<file path="src/rtl/wb_pkg.sv">
// wb_pkg: shared encodings and defaults for the writeback unit.
package wb_pkg;
  localparam int DATA_W_DEF = 32;
  localparam int ADDR_W_DEF = 5;
  localparam logic [1:0] SZ_BYTE = 2'b00;
  localparam logic [1:0] SZ_HALF = 2'b01;
  localparam logic [1:0] SZ_WORD = 2'b10;
  typedef enum logic {IDLE, HOLD} state_e;
endpackage

</file>
<file path="src/rtl/writeback_unit_load_formatter.sv">
// load_formatter: selects the addressed lane of a load word and sign/zero-extends it.
module load_formatter
  import wb_pkg::*;
#(
  parameter int DATA_W = DATA_W_DEF
) (
  input  logic [DATA_W-1:0] mem_data,
  input  logic [1:0]        mem_size,
  input  logic              mem_unsigned,
  input  logic [1:0]        mem_off,
  output logic [DATA_W-1:0] data_o,
  output logic              misalign_o
);
  logic [7:0]  b;
  logic [15:0] h;
  assign b = mem_data[8*mem_off +: 8];
  assign h = mem_off[1] ? mem_data[31:16] : mem_data[15:0];
  always_comb begin
    data_o = mem_size == SZ_BYTE ? {{(DATA_W-8){~mem_unsigned & b[7]}}, b} :
             mem_size == SZ_HALF ? {{(DATA_W-16){~mem_unsigned & h[15]}}, h} : mem_data;
    misalign_o = mem_size == SZ_HALF ? mem_off[0] :
                 mem_size == SZ_WORD ? (mem_off != 2'b00) : (mem_size != SZ_BYTE);
  end
endmodule

</file>
<file path="src/rtl/writeback_unit.sv">
// writeback_unit: merges ALU results and unstallable load responses onto the register write port.
// Optional WB_FWD_EN adds a bypass of the registered write port to decode.
module writeback_unit
  import wb_pkg::*;
#(
  parameter int DATA_W = DATA_W_DEF,
  parameter int ADDR_W = ADDR_W_DEF
) (
  input  logic              clk,
  input  logic              rst_n,
  input  logic              ex_valid,
  output logic              ex_ready,
  input  logic [ADDR_W-1:0] ex_rd,
  input  logic [DATA_W-1:0] ex_data,
  input  logic              mem_valid,
  input  logic [ADDR_W-1:0] mem_rd,
  input  logic [DATA_W-1:0] mem_data,
  input  logic [1:0]        mem_size,
  input  logic              mem_unsigned,
  input  logic [1:0]        mem_off,
  output logic              rf_we,
  output logic [ADDR_W-1:0] rf_waddr,
  output logic [DATA_W-1:0] rf_wdata,
  output logic              mem_misalign
`ifdef WB_FWD_EN
  ,
  input  logic [ADDR_W-1:0] rs1_addr,
  input  logic [ADDR_W-1:0] rs2_addr,
  output logic              fwd1_valid,
  output logic [DATA_W-1:0] fwd1_data,
  output logic              fwd2_valid,
  output logic [DATA_W-1:0] fwd2_data
`endif
);
  state_e              state_q, state_d;
  logic [ADDR_W-1:0]   hold_rd_q, hold_rd_d, waddr_q, waddr_d;
  logic [DATA_W-1:0]   hold_data_q, hold_data_d, wdata_q, wdata_d, ld;
  logic                we_q, we_d, mis_q, mis_d, mis, acc;
  load_formatter #(.DATA_W(DATA_W)) u_fmt (
    .mem_data(mem_data), .mem_size(mem_size), .mem_unsigned(mem_unsigned),
    .mem_off(mem_off), .data_o(ld), .misalign_o(mis)
  );
  assign ex_ready = state_q == IDLE;
  assign acc = ex_valid && ex_ready;
  always_comb begin
    state_d = state_q;
    hold_rd_d = hold_rd_q;
    hold_data_d = hold_data_q;
    we_d = 1'b0;
    mis_d = 1'b0;
    waddr_d = waddr_q;
    wdata_d = wdata_q;
    if (mem_valid) begin
      waddr_d = mem_rd;
      wdata_d = ld;
      we_d = !mis && mem_rd != '0;
      mis_d = mis;
      if (acc) begin
        state_d = HOLD;
        hold_rd_d = ex_rd;
        hold_data_d = ex_data;
      end else if (state_q == HOLD && !mis && mem_rd == hold_rd_q) begin
        state_d = IDLE;
      end
    end else if (state_q == HOLD) begin
      waddr_d = hold_rd_q;
      wdata_d = hold_data_q;
      we_d = hold_rd_q != '0;
      state_d = IDLE;
    end else if (acc) begin
      waddr_d = ex_rd;
      wdata_d = ex_data;
      we_d = ex_rd != '0;
    end
  end
  always_ff @(posedge clk or negedge rst_n) begin
    if (!rst_n) begin
      state_q <= IDLE;
      hold_rd_q <= '0;
      hold_data_q <= '0;
      we_q <= 1'b0;
      mis_q <= 1'b0;
      waddr_q <= '0;
      wdata_q <= '0;
    end else begin
      state_q <= state_d;
      hold_rd_q <= hold_rd_d;
      hold_data_q <= hold_data_d;
      we_q <= we_d;
      mis_q <= mis_d;
      waddr_q <= waddr_d;
      wdata_q <= wdata_d;
    end
  end
  assign rf_we = we_q;
  assign rf_waddr = waddr_q;
  assign rf_wdata = wdata_q;
  assign mem_misalign = mis_q;
`ifdef WB_FWD_EN
  assign fwd1_valid = we_q && waddr_q == rs1_addr && rs1_addr != '0;
  assign fwd2_valid = we_q && waddr_q == rs2_addr && rs2_addr != '0;
  assign fwd1_data = wdata_q;
  assign fwd2_data = wdata_q;
`endif
endmodule

</file>
<file path="config.mk">
export PLATFORM = sky130hd
export DESIGN_NAME = writeback_unit
export DESIGN_NICKNAME = d
export VERILOG_FILES = /design/src/rtl/wb_pkg.sv /design/src/rtl/writeback_unit_load_formatter.sv /design/src/rtl/writeback_unit.sv
export SDC_FILE = /design/constraint.sdc
export NUM_CORES = 1
export LEC_CHECK = 0
export ABC_AREA = 1
export CAP_MARGIN = 5
export CORE_ASPECT_RATIO = 0.9
export CORE_UTILIZATION = 45
export CTS_CLUSTER_SIZE = 10
export DETAILED_ROUTE_END_ITERATION = 6
export PLACE_DENSITY = 0.74
export SETUP_SLACK_MARGIN = 0.15
export SYNTH_ARGS = -nofsm -noshare
export SYNTH_HDL_FRONTEND = slang
export SYNTH_HIERARCHICAL = 1
export SYNTH_SLANG_ARGS = --single-unit
export TNS_END_PERCENT = 100
</file>
<file path="constraint.sdc">
create_clock -name clk -period 1.95 [get_ports clk]
set_input_delay 0.2925 -clock clk [delete_from_list [all_inputs] [get_ports clk]]
set_output_delay 0.2925 -clock clk [all_outputs]
set_load 0.02 [all_outputs]
</file>
### Yosys cells after proc, flatten, opt, wreduce, memory -nomap -nowiden

Index checks and enable logic that the tools add are counted.

* bits in writable memories: 0
* ROM bits: 0
* word-level logic and storage cells: 47
* input port bits: 83
* register bits after elaboration: 77
* memories kept: 0
* output and inout port bits: 40
* bits in latches: 0

* reduce and logical (&&, ||, !) cells: 13
* add/sub/neg operators: 0
* eq/ne operators: 4
* muxes and demuxes: 18
* shift-type cells: 1
* bitwise gates (word level): 4
* $lt $le $gt $ge: 0
* divide/modulo/power cells: 0
* multiply operators: 0

Operator list (count)
* $mux 32: 5
* $shiftx 32x6->8: 1
* $mux 16: 1
* $mux 5: 3
* $reduce_bool 5->1: 3
* $mux 1: 9
* $eq 5x5->1: 1
* $logic_and 1x1->1: 4
* $reduce_bool 2->1: 2
* $ne 3x1->1 const B: 1
* $reduce_bool 3->1: 1
* $and 1x1->1: 2
* $eq 2x1->1 const B: 1
* $eq 2x2->1 const B: 1
* $logic_not 2->1: 1
* $not 1->1: 2
* $reduce_and 2->1: 1
* $logic_not 1->1: 1

### Logic depth before layout (Yosys ltp)

* depth after elaboration: 9
* mapped depth: 10

### Modules after synthesis

The synthesis kept the hierarchy.

Modules (own cells, without submodules)
* writeback_unit: times used 1, cells an instance 476, seq. area each 1926.8 sq um, area an instance 3849.9 sq um
* load_formatter: times used 1, cells an instance 233, seq. area each 0.0 sq um, area an instance 1022.2 sq um

### Worst setup path after synthesis

Ideal clock, no wire load.

* path type: input-to-reg
* start point: input port mem_size[1]
* end point: register wdata_q[9], in the netlist rf_wdata[9]
* cell stages on the path: 8
* buffers on the path: 2
* data arrival time: 1204 ps
* slack: 622 ps
* library setup time: 124 ps
* required time: 1826 ps
* cells stage by stage: nor2_1 -> buf_2 -> inv_2 -> buf_4 -> nand3_1 -> nand2_1 -> a22oi_1 -> nand2_1

* longest elaborated chain between the ends: 4
* elaborated cells on any way between the ends: 5
* classes of those cells: eq/ne: 1; mux: 3; reduce/logical: 1

RTL lines
* from (decl): line writeback_unit.sv:18 `input logic [1:0] mem_size,`
* $eq 2x1->1: line writeback_unit_load_formatter.sv:20 `mem_size == SZ_HALF ? {{(DATA_W-16){~mem_unsigned & h[15]}}, h} : mem_data;`
* $mux 32: line writeback_unit_load_formatter.sv:20
* $mux 32 *: line writeback_unit_load_formatter.sv:19 `data_o = mem_size == SZ_BYTE ? {{(DATA_W-8){~mem_unsigned & b[7]}}, b} :`
* named net ld[9]: line writeback_unit.sv:37 `logic [DATA_W-1:0] hold_data_q, hold_data_d, wdata_q, wdata_d, ld;`
* $mux 32 *: line writeback_unit.sv:53 `if (mem_valid) begin`
* to (signal assigned): line writeback_unit.sv:92 `wdata_q <= wdata_d;`
* to (decl): line writeback_unit.sv:37

Mark *: on every way through the listed nets, which the timed path passes. The rest lies on a longest branch.
A chain may end at the register's enable or synchronous reset.

### Worst setup path in the final report

* start point: input port mem_size[1]
* end point: register wdata_q[14], in the netlist rf_wdata[14]

Same word-level chain as after synthesis.

==> results_dict.tcl <==
set metrics [dict create \
    muxShareOfSynthArea_pct 0 \
    yosysSeqAreaShare_pct 39.5 \
    cp_common_cell "nand2_1" \
    crit_required_ns 2.16 \
    cp.arrival_ns 1.92 \
    slew_violations 0 \
    synth_area_leaders "dfrtp_1, nand2_1, o21ai_0" \
    hpwl_um 10200 \
    worst_pin_slew_ns 0.463 \
    status "finished, violations left" \
    synth_cells 709 \
    violations "design-rule violations" \
    grt_pass1_vias 4857 \
    total_leakage_power_nw 3.36 \
    num_io_pins 123 \
    synth_xor_area_share_pct 0 \
    yosysTopAreaCell "dfrtp_1" \
    synthDistinctLibCells 29 \
    drc 7 \
    yosysMostFrequentCell "nand2_1" \
    n_fill_cell 935 \
    ys.flop_type "dfrtp_1" \
    rows 35 \
    die_x_um 112 \
    drt-initial-drc-count 364 \
    clkLatencyLatePin_ns 0.34 \
    fin_crit_ns 1.71 \
    setup_viol 0 \
    initial_core_util_pct 46.9 \
    period_share_pct 87.5 \
    setup_ws_ns 0.243 \
    synth_warnings 6 \
    cts_root_buf "clkbuf_16" \
    antenna_cells 0 \
    synth_compound_area_share_pct 17.1 \
    clk_pin_slew_ns 0.05 \
    synth_top_family_by_area "simple AND/OR/NAND/NOR gates" \
    cts_made_buffers 9 \
    finalHoldViolations 0 \
    drive_above_1_share_pct 9.71 \
    crit_path_end_kind "flip-flop" \
    antenna_found_initial 0 \
    ys_seq_elements 77 \
    syn_avg_cell_area_um2 6.87 \
    clock-sinks 77 \
    grt_overflow 0 \
    synth_edf_count 0 \
    syn-cell-area_mm2 0.00487 \
    core_area_mm2 0.0104 \
    via_count 4898 \
    worst_path_largest_cell_delay_ns 0.55 \
    io_buffers 122 \
    h-tree-depth 3 \
    placed_area_mm2 0.00619 \
    fmax_mhz 586 \
    nets 913 \
    yosys.area_share.simple_pct 30.0 \
    grt_usage_pct 26.1 \
    cts.path.max_buffers 2 \
    crit_path_top_delay_cell "clkdlybuf4s50_1" \
    netlist.area_leader.share_pct 39.5 \
    ant_nets 0 \
    critPathKind "input port to flip-flop" \
    cts_tree "built" \
    grt_max_degree 47 \
    cp-startpoint "mem_size[1]" \
    preCtsSetupSlack_ns -0.306 \
    path_cells "clkdlybuf4s50_1 > buf_6 > nor2_4 > nand2_1 > buf_4 > nand2_1 > nand3_1 > nand2_1 > o21ai_0 > o21ai_1" \
    dieArea_mm2 0.0112 \
    crit_path_max_fanout 20 \
    synthAdderAreaFrac_pct 0 \
    r2r_slack_ns 0.32 \
    synth_common_cells "nand2_1, inv_1, o21ai_0" \
    final-seq-area_mm2 0.00193 \
    rsz0062_at_grt "yes" \
    max-cap-violations 0 \
    wl_per_cell_um 14.3 \
    syn_nets 792 \
    async_flop_share_pct 100 \
    grt_pass1_wl_um 23100 \
    area_growth_pct 33.8 \
    firstDrtPassIters 7 \
    drt_wl_total_um 13800 \
    post_drt_via_cell_ratio 5.09 \
    design_area_mm2 0.00652 \
    start_kind "input port" \
    min_path_type "input port to asynchronous set/reset pin" \
    fp.dieH_um 101 \
    irDropWorstVdd_v 0.000608 \
    gp_congestion 0.854 \
    reg2reg_depth 6 \
    fin_skew_ns 0.00933 \
    p_per_area_mw_per_mm2 751 \
    reg2reg_from "state_q" \
    maxSlewHeadroom_pct 69.2 \
    multi_input_area_mm2 0.00230 \
]
## layout make-up
cell class | instances | share of cell area (%)
clock inverters | 1 | 0.0768
clock buffers | 14 | 4.20
well taps | 129 | 2.48
flip-flops and latches | 77 | 29.6
multi-input cells | 490 | 35.3
repair buffers | 149 | 22.4
inverters | 103 | 5.97
## metal layers
layer / wire, um / up-vias / part of all wire, % / track usage, %
met5: 0 / - / 0 / 0
met4: 221 / 0 / 1.6 / 7.69
met3: 837 / 19 / 6.1 / 6.25
met2: 6510 / 169 / 47 / 43.6
met1: 6210 / 2254 / 45 / 33.9
li1: - / 2456 / - / -
## placed cells by master, fill, tap and decap left out, types with 5 or more instances in the layout
cell             netlist  routed
buf_4                  6      23
nor2_4                 4       5
inv_2                 10      10
o21ai_0               80      80
dfrtp_1               77      76
nand3_1               39      39
clkdlybuf4s50_1        0     120
nand2_1              267     267
a22oi_1                6       6
clkbuf_16              0       9
o211ai_1               8       8
o21ai_1               17      17
inv_1                 92      92
o211ai_2              10      10
a21oi_1               13      13
nor2_1                31      30
## cell families after synthesis
kind of cell	count (synthesis)
buffers and inverters	142
AND/OR/NAND/NOR	350
AO/OA/AOI/OAI	140
flip-flops	77
## power breakdown
group	switching, W	internal, W	leakage [nW]
combinational	0.000734	0.000612	2.28
clock	0.000611	0.000957	0.139
sequential	0.000152	0.00183	0.942
total	0.00150	0.00340	3.36
## through the flow
| step | hold slack (ns) | power (W) | util (%) | cells | setup TNS (ns) |
|---|---|---|---|---|---|
| after CTS | 0.462 | 0.00492 | 62.5 | 962 | 0 |
| after floorplan | -0.00309 | 0.00271 | - | 709 | 0 |
| final | 0.458 | 0.00489 | 62.8 | 963 | 0 |
| after global routing | 0.501 | 0.00516 | 62.8 | 963 | 0 |
| after detailed placement | 0.281 | 0.00333 | 59.6 | 945 | -8.18 |
| after global placement | 0.277 | 0.00330 | 59.6 | 945 | -6.69 |
## sequential cells by signal (all words and copies together) (netlist names)
name          cells
rf_waddr          5
mem_misalign      1
rf_wdata         32
rf_we             1
hold_rd_q         5
hold_data_q      32
state_q           1
## worst max-delay path, delay by kind of cell
| kind | cells | cell delay [ns] |
|---|---|---|
| compound gates | 2 | 0.28 |
| buf+inv | 3 | 0.96 |
| simple gates | 5 | 0.37 |
## path summary, 6_finish.rpt
kind,endpoint
hold reg to reg,hold_data_q[8]
setup reg to reg,rf_waddr[4]
hold / removal,hold_data_q[18]
setup / recovery,rf_wdata[14]
max in group asynchronous,hold_data_q[12]
min in group clk,hold_data_q[8]
## what timing repair did
item / in CTS / in global routing
hold endpoints to repair: 33 / 0
endpoints found under the setup margin: 29 / 10
hold buffers: 1 / 0
pin swaps: 0 / 1
gates resized for setup: 1 / 2
setup buffers: 1 / 1
Power figures use the tool's default switching activity.
==> RTL edit 1, RTL diff (same flow settings) <==
The package constant `DATA_W_DEF` goes from 32 to 40.
--- a/src/rtl/wb_pkg.sv
+++ b/src/rtl/wb_pkg.sv
@@ -2,3 +2,3 @@
 package wb_pkg;
-  localparam int DATA_W_DEF = 32;
+  localparam int DATA_W_DEF = 40;
   localparam int ADDR_W_DEF = 5;
Ports: changed (resized ex_data, mem_data and rf_wdata); port bits go from 123 to 147. The function was not compared with the original's and may differ.
==> RTL edit 1 against the original RTL <==
Sequential cell count is 16 higher; via count up 18%; cell area rose by 17%; critical path depth decreased by 9; total power rose by 16%; worst setup slack better by 0.048 ns; wire length increased by 18%; synthesized area rose by 16%; largest cell class unchanged.
==> RTL edit 1: results (changes against the original RTL) <==
Synth cell types=22 (was 29); Primary FF master, synth=dfrtp_1 (unchanged); Root Driver=clkbuf_16 (unchanged); clock transition at the registers of the reported paths=0.07 ns (was 0.05 ns); share of layout cells above drive strength 1=0.0821 (was 0.0971); slowest CP cell=clkdlybuf4s50_1 (unchanged); dpl hpwl=11.9 mm (was 10.2 mm); initial antenna violation count=0 (unchanged); Clk Latency, worst-skew pair=0.35 ns; Slew @ Worst Pin=0.389 ns (was 0.463 ns); first-pass GRT wire length=26.4 mm (was 23.1 mm); compound-cell area share of the yosys netlist=0.155 (was 0.171); largest net degree at the start of global routing=55 (was 47); fin util=0.627 (was 0.628); Min Hold Slack=0.375 ns (was 0.458 ns); DRT iter0 DRCs=472 (was 364); CP max stage delay=0.62 ns (was 0.55 ns); Vias/cell=5.05 (was 5.09); post-synthesis mux area share=0 (unchanged); Post-DP Area=0.00734 mm² (was 0.00619 mm²); post-DR wirelength/cell=14.2 µm (was 14.3 µm); Pleak=0.00392 µW (was 0.00336 µW); sequential fraction of the synthesis area=0.411 (was 0.395); Max IR drop VDD=0.474 mV (was 0.608 mV); Flop pwr share=0.420 (was 0.405); post-synthesis cell count=842 (was 709); async set-reset flop share out of synthesis=1.00 (unchanged); deepest clock path buffer count=2 (unchanged); r2r startpoint=state_q$_DFFE_PN0P_ (unchanged); combinational share of power=0.279 (was 0.275); DRT Pass-1 Iters=5 (was 7); HP Class=input pin to async pin (unchanged); ANT cells=0 (unchanged); Syn Nets=941 (was 792); filler cell count=1160 (was 935); R2R depth=4 (was 6); number of global-route vias before repair=5311 (was 4857); Synth area leaders=dfrtp_1 41%, nand2_1 22%, inv_1 6.4% (was dfrtp_1 40%, nand2_1 21%, o21ai_0 8.2%); status=completed (was complete, but fails checks); post-CTS setup buffer count=0 (was 1); Max Clock Skew=0.00814 ns (was 0.00933 ns); Synth Area in XOR/XNOR=0 (unchanged); Reg2Reg Capture Point=rf_wdata[14]$_DFFE_PN0P_ (was rf_waddr[4]$_DFFE_PN0P_); Reg2Reg Setup Slack=0.49 ns (was 0.32 ns); gr usage total=0.258 (was 0.261); TritonCTS buffer count=9 (unchanged); GPL Wtd Cong=0.958 (was 0.854); yosys warns=6 (unchanged); adder-cell share of the synthesized area=0 (unchanged); PortBufs=146 (was 122); data arrival time of the critical path=1.37 ns (was 1.92 ns); pre-CTS setup slack=0.00449 ns (was -0.306 ns); Layout Cells excl Fill=1147 (was 963); Largest delay share family, worst path=buffers and inverters (unchanged); final hold viol count=0 (unchanged); Switch Pwr=1790 µW (was 1500 µW); Synth top cells by count=325 x nand2_1, 97 x inv_1, 93 x dfrtp_1 (was 267 x nand2_1, 92 x inv_1, 80 x o21ai_0); crit path max fanout=2 (was 20); H-tree levels=3 (unchanged); power per cell area=742 mW/mm² (was 751 mW/mm²)
-- RTL edit 1: changes by cell type after synthesis, sizes merged --
| cell | delta |
|---|---|
| nand2 | +58 |
| dfrtp | +16 |
| inv | +13 |
| buf | +11 |
| a21oi | +9 |
| nand3 | +9 |
| o21ai | +8 |
| o211ai | +7 |
| nor2 | +5 |
| a22oi | -3 |
| clkbuf | +1 |
| nand4 | -1 |
-- RTL edit 1: final cells by class --
cell class | instances | share of cell area
clock inverter | 4 | 0.00410
multi-input combinational | 582 | 0.340
sequential | 93 | 0.305
timing repair buffer | 180 | 0.234
inverter | 116 | 0.0570
tap | 160 | 0.0262
clock buffer | 12 | 0.0336
-- RTL edit 1: cell families after synthesis --
family          after synthesis
simple gates                421
flops                        93
compound gates              161
buf+inv                     167
-- RTL edit 1: layer usage --
metal  global-route usage  vias up  share of wire
li1                     -     2910              -
met1                0.361     2667           0.47
met2                0.421      195           0.46
met3               0.0343       15          0.058
met4               0.0705        0          0.012
met5                    0        -              0
-- RTL edit 1: how the worst max path moves through the flow --
stage | startpoint | endpoint | slack [ns]
2_1_floorplan | mem_size[1] | rf_wdata[5]$_DFFE_PN0P_ | 0.60
3_3_place_gp | mem_size[1] | rf_wdata[32]$_DFFE_PN0P_ | 0.05
3_5_place_dp | mem_off[1] | rf_wdata[32]$_DFFE_PN0P_ | 0.004
4_1_cts | rf_wdata[26]$_DFFE_PN0P_ | rf_wdata[26] | 0.28
5_1_grt | mem_off[1] | rf_wdata[32]$_DFFE_PN0P_ | 0.23
6_report | rf_wdata[27]$_DFFE_PN0P_ | rf_wdata[27] | 0.29
-- RTL edit 1: repair_timing --
action | in CTS | in global routing
endpoints found under the setup margin | 1 | 0
hold buffers | 1 | 0
resized for setup | 1 | 0
hold endpoints to repair | 17 | 0
==> RTL edit 2, RTL diff (same flow settings) <==
Without the edit above. `wdata_q` no longer has a reset.
--- a/src/rtl/writeback_unit.sv
+++ b/src/rtl/writeback_unit.sv
@@ -83,3 +83,2 @@
       waddr_q <= '0;
-      wdata_q <= '0;
     end else begin
@@ -91,4 +90,7 @@
       waddr_q <= waddr_d;
-      wdata_q <= wdata_d;
     end
+  end
+
+  always_ff @(posedge clk) begin
+    wdata_q <= wdata_d;
   end
Check against the original RTL: not equivalent (Yosys sat finds a counterexample within 4 cycles, from zero or initial values and one cycle with rst_n low).
==> RTL edit 2 against the original RTL <==
Clock skew about the same; register-to-register slack improved by 0.11 ns; final cell count is 5.4% lower; worst setup slack lost 0.043 ns; sequential cell count is the same; cell area shrank 2.7%; wire length increased by 0.47%; via count shrank 1.9%; total power shrank 1.1%; synthesized area down 5.2%.
==> RTL edit 2: results (changes against the original RTL) <==
post-DR wirelength/cell=15.2 µm (was 14.3 µm); Max-slew headroom=0.656 (was 0.692); Post-DP Area=0.00606 mm² (was 0.00619 mm²); DRT iter0 DRCs=384 (was 364); WL final=13.8 mm (about the same); R2R depth=4 (was 6); GPL Wtd Cong=0.924 (was 0.854); number of flops mapped to enable cells by yosys=32 (was 0); DRT Pass-1 Iters=5 (was 7); Pleak=0.00317 µW (was 0.00336 µW); Root Driver=clkbuf_16 (unchanged); Max IR drop VDD=0.610 mV (was 0.608 mV); DR WL met3=1.04 mm (was 837 µm); Synth cell types=24 (was 29); met2 Use GR=0.413 (was 0.436); met3 Use GR=0.0527 (was 0.0625); P_clk=1540 µW; DR WL met2=6.13 mm (was 6.51 mm); async set-reset flop share out of synthesis=0.584 (was 1.00); compound-cell area share of the yosys netlist=0.110 (was 0.171); TritonCTS buffer count=9 (unchanged); dpl hpwl=9.92 mm (was 10.2 mm); Largest delay share family, worst path=buffers and inverters (unchanged); data arrival time of the critical path=1.46 ns (was 1.92 ns); sequential fraction of the synthesis area=0.452 (was 0.395); crit path max fanout=4 (was 20); DRT met1 WL=6.43 mm (was 6.21 mm); clock transition at the registers of the reported paths=approximately 0.06 ns; Switch Pwr=1480 µW (was 1500 µW); Min Hold Slack=0.363 ns (was 0.458 ns); Cells on Worst Hold Path=3; first-pass GRT wire length=22.2 mm (was 23.1 mm); syn avg cell area=7.05 µm² (was 6.87 µm²); Synth area leaders=dfrtp_1 24%, edfxtp_1 21%, nand2_1 20% (was dfrtp_1 40%, nand2_1 21%, o21ai_0 8.2%); ANT cells=0 (unchanged); combinational share of power=0.260 (was 0.275); share of layout cells above drive strength 1=0.0879 (was 0.0971); Synth top cells by count=247 x nand2_1, 72 x a21oi_1, 68 x nand3_1 (was 267 x nand2_1, 92 x inv_1, 80 x o21ai_0); HP Class=input pin to register (was input pin to async pin); deepest clock path buffer count=2 (unchanged); Syn Nets=738 (was 792); fin nets=863 (was 913); placed cell count=894 (was 945); largest net degree at the start of global routing=34 (was 47); via count=4805 (was 4898); CP max stage delay=0.60 ns (was 0.55 ns); yosys warns=6 (unchanged); status=completed (was complete, but fails checks); GRT met1 Usage=0.387 (was 0.339); number of global-route vias before repair=4512 (was 4857); adder-cell share of the synthesized area=0 (unchanged); Max Clock Skew=0.00978 ns (was 0.00933 ns); gr usage total=0.270 (was 0.261); Clk Latency, worst-skew pair=roughly 0.35 ns
==> RTL edit 2: changes by cell type in the layout (fill, tap and decap cells not counted), moves of 13 or more <==
cell	delta
nand3_1	+29
a21oi_1	+59
nand2_1	-21
o21ai_1	-13
edfxtp_1	+32
nor2_1	+17
inv_1	-31
dfrtp_1	-31
o21ai_0	-70
==> RTL edit 2: final timing paths <==
kind	from	endpoint	slack, ns
worst max-delay path	state_q$_DFFE_PN0P_	ex_ready	0.20
worst min-delay path	mem_valid	hold_data_q[27]$_DFFE_PN0P_	0.36
worst max register to register	state_q$_DFFE_PN0P_	rf_wdata[16]$_DFFE_PP_	0.43
worst min register to register	hold_data_q[7]$_DFFE_PN0P_	hold_data_q[7]$_DFFE_PN0P_	0.47
max in group asynchronous	rst_n	hold_data_q[21]$_DFFE_PN0P_	0.96
min in group asynchronous	rst_n	rf_waddr[2]$_DFFE_PN0P_	0.45
==> RTL edit 2: stage by stage <==
step / power [µW] / setup slack, ns
2_1_floorplan: 2720 / 0.461
3_3_place_gp: 3290 / -0.00745
3_5_place_dp: 3320 / -0.0559
4_1_cts: 4860 / 0.197
5_1_grt: 5080 / 0.160
6_report: 4840 / 0.200
==> RTL edit 2: layout make-up <==
| cell class | count | area, µm² |
|---|---|---|
| clock buffers | 10 | 229 |
| clock inverters | 6 | 38.8 |
| fillers | 906 | 3480 |
| inverters | 70 | 263 |
| multi-input cells | 469 | 2060 |
| flip-flops and latches | 77 | 2090 |
| well taps | 126 | 158 |
| repair buffers | 153 | 1510 |
==> RTL edit 2: what timing repair did <==
item                                   in CTS  in global routing
endpoints found under the hold margin      19                  0
buffers inserted                            0                  0
hold buffers                                1                  0
gates resized for setup                     0                  0
